<file path="src/rtl/fir_sched_ctrl.sv">
// Sequencer for a 4x P_TAPS polyphase FIR: clears the MACs, steps the shared tap address,
// walks the final-sum mux, then pulses output valid. Optional overrun flag: FIR_SCHED_OVERRUN_EN.
module fir_sched_ctrl #(
   parameter int unsigned P_TAPS = 10
) (
   input  logic       iClk12M,
   input  logic       iRsn,
   input  logic       iEnSample600k,
   input  logic       iRun,
   input  logic       iClrErr,
   output logic       oMacClr,
   output logic       oEnMac,
   output logic [3:0] oCoeffAddr,
   output logic       oEnDelay,
   output logic [1:0] oModuleSel,
   output logic       oEnOut,
   output logic       oBusy,
   output logic       oOverrun
);

   typedef enum logic [2:0] {S_IDLE, S_CLR, S_MAC, S_SEL, S_DONE} state_t;

   localparam logic [3:0] LAST_TAP = 4'(P_TAPS - 1);

   state_t     state_q, state_d;
   logic [3:0] cnt_q, cnt_d;

   logic       mac_clr_d, en_mac_d, en_delay_d, en_out_d, busy_d;
   logic [3:0] addr_d;
   logic [1:0] sel_d;

   always_comb begin
      state_d = state_q;
      cnt_d   = 4'd0;
      unique case (state_q)
         S_IDLE: if (iRun && iEnSample600k) state_d = S_CLR;
         S_CLR:  state_d = S_MAC;
         S_MAC: begin
            if (cnt_q == LAST_TAP) state_d = S_SEL;
            else                   cnt_d   = cnt_q + 4'd1;
         end
         S_SEL: begin
            if (cnt_q == 4'd3) state_d = S_DONE;
            else               cnt_d   = cnt_q + 4'd1;
         end
         S_DONE:  state_d = S_IDLE;
         default: state_d = S_IDLE;
      endcase
   end

   // Outputs are decoded from next state and flopped, so they line up with state_q.
   always_comb begin
      mac_clr_d  = (state_d == S_CLR);
      en_mac_d   = (state_d == S_MAC);
      addr_d     = (state_d == S_MAC) ? cnt_d : 4'd0;
      en_delay_d = (state_d == S_SEL);
      sel_d      = (state_d == S_SEL) ? cnt_d[1:0] : 2'd0;
      en_out_d   = (state_d == S_DONE);
      busy_d     = (state_d != S_IDLE);
   end

   always_ff @(posedge iClk12M or negedge iRsn) begin
      if (!iRsn) begin
         state_q    <= S_IDLE;
         cnt_q      <= 4'd0;
         oMacClr    <= 1'b0;
         oEnMac     <= 1'b0;
         oCoeffAddr <= 4'd0;
         oEnDelay   <= 1'b0;
         oModuleSel <= 2'd0;
         oEnOut     <= 1'b0;
         oBusy      <= 1'b0;
      end else begin
         state_q    <= state_d;
         cnt_q      <= cnt_d;
         oMacClr    <= mac_clr_d;
         oEnMac     <= en_mac_d;
         oCoeffAddr <= addr_d;
         oEnDelay   <= en_delay_d;
         oModuleSel <= sel_d;
         oEnOut     <= en_out_d;
         oBusy      <= busy_d;
      end
   end

`ifdef FIR_SCHED_OVERRUN_EN
   // A strobe landing in any non-idle state (DONE included) is dropped and flagged; set beats clear.
   logic overrun_q, overrun_d;

   always_comb begin
      overrun_d = overrun_q;
      if (iClrErr)                                 overrun_d = 1'b0;
      if (iEnSample600k && (state_q != S_IDLE))    overrun_d = 1'b1;
   end

   always_ff @(posedge iClk12M or negedge iRsn) begin
      if (!iRsn) overrun_q <= 1'b0;
      else       overrun_q <= overrun_d;
   end

   assign oOverrun = overrun_q;
`else
   logic unused_clr_err;
   assign unused_clr_err = iClrErr;
   assign oOverrun       = 1'b0;
`endif

endmodule

</file>
<file path="config.mk">
export PLATFORM = sky130hd
export DESIGN_NAME = fir_sched_ctrl
export DESIGN_NICKNAME = d
export VERILOG_FILES = /design/src/rtl/fir_sched_ctrl.sv
export SDC_FILE = /design/constraint.sdc
export NUM_CORES = 1
export LEC_CHECK = 0
export CAP_MARGIN = 20
export CELL_PAD_IN_SITES_DETAIL_PLACEMENT = 1
export CELL_PAD_IN_SITES_GLOBAL_PLACEMENT = 1
export CORE_UTILIZATION = 30
export DETAILED_ROUTE_END_ITERATION = 7
export PLACE_DENSITY_LB_ADDON = 0.15
export SYNTH_ARGS = -nofsm -noshare
export SYNTH_HDL_FRONTEND = slang
export SYNTH_SLANG_ARGS = --single-unit
</file>
<file path="constraint.sdc">
create_clock -name iClk12M -period 1.9 [get_ports iClk12M]
set_input_delay 0.19 -clock iClk12M [delete_from_list [all_inputs] [get_ports iClk12M]]
set_output_delay 0.19 -clock iClk12M [all_outputs]
set_load 0.01 [all_outputs]
</file>
==> results.md, run 1 <==
* Worst R2R Start: cnt_q[0]
* Fill count at around 260
* Setup slack, reg-to-reg at approximately 0.25 ns
* DP Wirelength at 920 microns
* Die H at 51.1 microns
* Final #Nets at 85
* Critical Path RT at approximately 2.1 ns
* Vias in the first global route at between 500 and 600
* Routed vias at a little under 500
* Global-route wire length before repair at 2250 microns
* RePlAce Congestion at approximately 0.74
* Starting density of the core at between 30 and 40%
* End of the worst register-to-register path: cnt_q[0]
* Initial antenna violation count at 0
* Clock Tree Buf Depth at 2
* Drt wl/cell at approximately 12 microns
* Root buffer cell: clkbuf_4
* Setup crit start: cnt_q[0]
* Worst-Skew Late Latency at just under 0.3 ns
* Netlist cell types at 25
* Max Fanout on Critical Path at 8
* Clk slew on worst S/H paths at roughly 0.10 ns
* DIE AREA at ~2600 sq um
* I/O Buffers at 14
* Net Count, Synth at 66
* Slew Limit Fails at 0
* Final setup fails at 0
* R2R depth at 5
* CP endpoint: cnt_q[0]
* Most used DFF post-synth: dfrtp_1
* Drt total wl at between 1000 and 1500 microns
* Num CTS Buffers at 3
* Startpoint types: flip-flop
* DRC at 0
* Syn Inst Count at roughly 60
* Most frequent cells after synthesis: dfrtp_1, nor2_1, a21oi_2
* PostCTS Resize Cnt at 0
* Number of synthesized flops with an enable pin at 0
* Most area-consuming cells after synthesis: dfrtp_1, a21oi_2, nor2_1
* Fin util at between 40% and 50%
* Ant. Diodes at 0
* H-tree levels at 1
* Remaining antenna violation count at 0
* Total GRT Usage at roughly an eighth
* Worst-case vdd ir drop at between 800 and 900 uV
* Fin. Hold Viols at 0
* Status: completed
* Yosys top cell by area: dfrtp_1
* Yosys warns at 0
* Share of flip-flops with an asynchronous set or reset at 100%
* Area occupied by multi-input gates at about 240 sq um
* Critical Path AT at roughly 1.9 ns
* Critical path's largest stage delay at approximately 0.56 ns
* Slowest CP cell: or4b_4
* Area share of the largest cell type after synthesis at between 60% and 70%
* Boundary Pins at 17
* Total grt overflow at 0
* Routed vias/inst at 4.66
* Leakage at between 0.4 and 0.5 nW
* Sequential Area at between 400 and 500 sq um
* Hold Slack at 0.221 ns
* Max-cap viol count at 0
* HP Class: in -> async
* Core Box Area at around 2200 sq um
* Postcts setup bufs at 0
* Unrepaired setup endpoints after global routing: no
* Layout area overhead at 27.7%
* Fin Setup TNS at 0 ns
* Setup CP Type: reg -> reg
* Clk sink count at 18
* Max Clock Freq at a little over 600 MHz
* PD cells at 1520 nW/um^2
* CTS tree: done
* Place WS at roughly 0.27 ns
* Ratio of final minimum period to clock period at between 80% and 90%
* Sequential fraction of the synthesis area at between 60% and 70%
* DR pass1 iterations at 3
* Syn_area_per_cell at 12.2 sq um
* Cts hold-fix bufs at 0
* Std cell rows at 17
* Setup Skew at 0.00187 ns
* Kind of end point of the critical path: flip-flop
* Die Width at ~50 microns
* Post-DP Area at 900 sq um
* CP Cell Sequence: buf_4 -> ha_1 -> nand3b_2 -> or4b_4 -> a21oi_2
* Fin area at 922 sq um
* Synthesized flop and latch total at 18
* Netlist Area Pre-Place at between 700 and 800 sq um
* Worst Slack Setup Final at around 0.25 ns
* Period minus WS final at 1.65 ns
* Count leader, synth: dfrtp_1
* Layout cells sized above 1 at approximately a fifth
* Pin count of the biggest net entering global routing at 19
* Drt first-iter violations at 8
[power breakdown]
group          internal (mW)  total (mW)  switching, mW
Sequential             0.515       0.579         0.0639
Combinational          0.323       0.636          0.313
Clock                 0.0737       0.189          0.115
Total                  0.912        1.40          0.492
[placed cells by master (no fill, tap or decap)]
cell             netlist  final
buf_4                  1      4
ha_1                   2      2
nand3b_1               1      1
conb_1                 1      1
nand3b_2               1      1
a21oi_2                4      4
a21oi_1                2      2
clkbuf_4               0      3
nand2_1                3      3
nand3_1                1      1
inv_1                  1      1
nor3_1                 3      3
clkdlybuf4s50_1        0     14
xnor2_1                1      1
dfrtp_1               18     18
or3b_1                 2      2
o41ai_1                1      1
nor2_1                 8      8
mux2_2                 1      1
nor4_1                 1      1
o31ai_1                1      1
inv_2                  1      1
xor2_1                 1      1
or4b_4                 1      1
[registers in the layout, summed over array words and instances (netlist names)]
name / cells
cnt_q: 4
oCoeffAddr: 4
state_q: 3
oModuleSel: 2
oBusy: 1
oEnDelay: 1
oEnMac: 1
oEnOut: 1
oMacClr: 1
[area by class of cell]
type / instances / share of cell area, %
timing repair buffer: 18 / 18.5
clock buffer: 3 / 2.44
inverter: 2 / 0.814
sequential: 18 / 48.8
multi-input combinational: 35 / 25.6
tap: 28 / 3.80
[worst max-delay path, delay by kind of cell (launching register included)]
family / cells / cell delay (ns)
adders and majority gates: 1 / 0.20
and+or+nand+nor: 2 / 0.67
buffers and inverters: 1 / 0.16
AOI/OAI and AO/OA: 1 / 0.16
DFF: 1 / 0.39
[metal layers]
metal  vias to the layer above  GRT usage [%]  part of all wire (%)
li1                        233              -                     -
met5                         -              0                     0
met3                         2           1.79                   4.0
met1                       240           14.7                    42
met2                        10           19.1                    52
met4                         0           8.33                   1.6
[per-stage QoR]
| step | total power, mW | std cells |
|---|---|---|
| floorplan | 0.995 | 59 |
| global route | 1.51 | 104 |
| global placement | 1.22 | 101 |
| CTS | 1.43 | 104 |
| finish | 1.40 | 104 |
| detailed placement | 1.24 | 101 |
[worst min-delay path by stage]
stage,startpoint,to,slack [ns],cells past startpoint
floorplan,iRsn,cnt_q[0],-0.11,0
global placement,state_q[1],oMacClr,0.53,1
detailed placement,state_q[1],oMacClr,0.54,1
CTS,iRsn,oEnMac,0.23,2
global route,iRsn,oEnMac,0.24,2
finish,iRsn,oCoeffAddr[0],0.22,2
[logic make-up (layout without fill, tap and decap cells)]
family          count (synthesis)  after routing  share of synthesized area, %
compound gates                  8              8                          8.49
simple gates                   21             21                          16.3
flops                          18             18                          62.4
mux                             1              1                          1.56
fa+ha+maj                       2              2                          3.47
xor+xnor                        2              2                          2.43
other cells                     1              1                         0.519
buf+inv                         6             23                          4.85
Note: power is estimated with default switching activity, not from simulation.
==> run 2, diff against run 1 <==
Settings changed: CTS_CLUSTER_DIAMETER set to 30.
==> results of run 2 <==
The final DEF is identical to that of run 1; final timing and power are the same.
==> run 3, diff against run 2 <==
Settings changed: CAP_MARGIN 20 to not set, HOLD_SLACK_MARGIN set to 0.1.
==> results of run 3 <==
The final DEF is identical to that of run 1; final timing and power are the same.
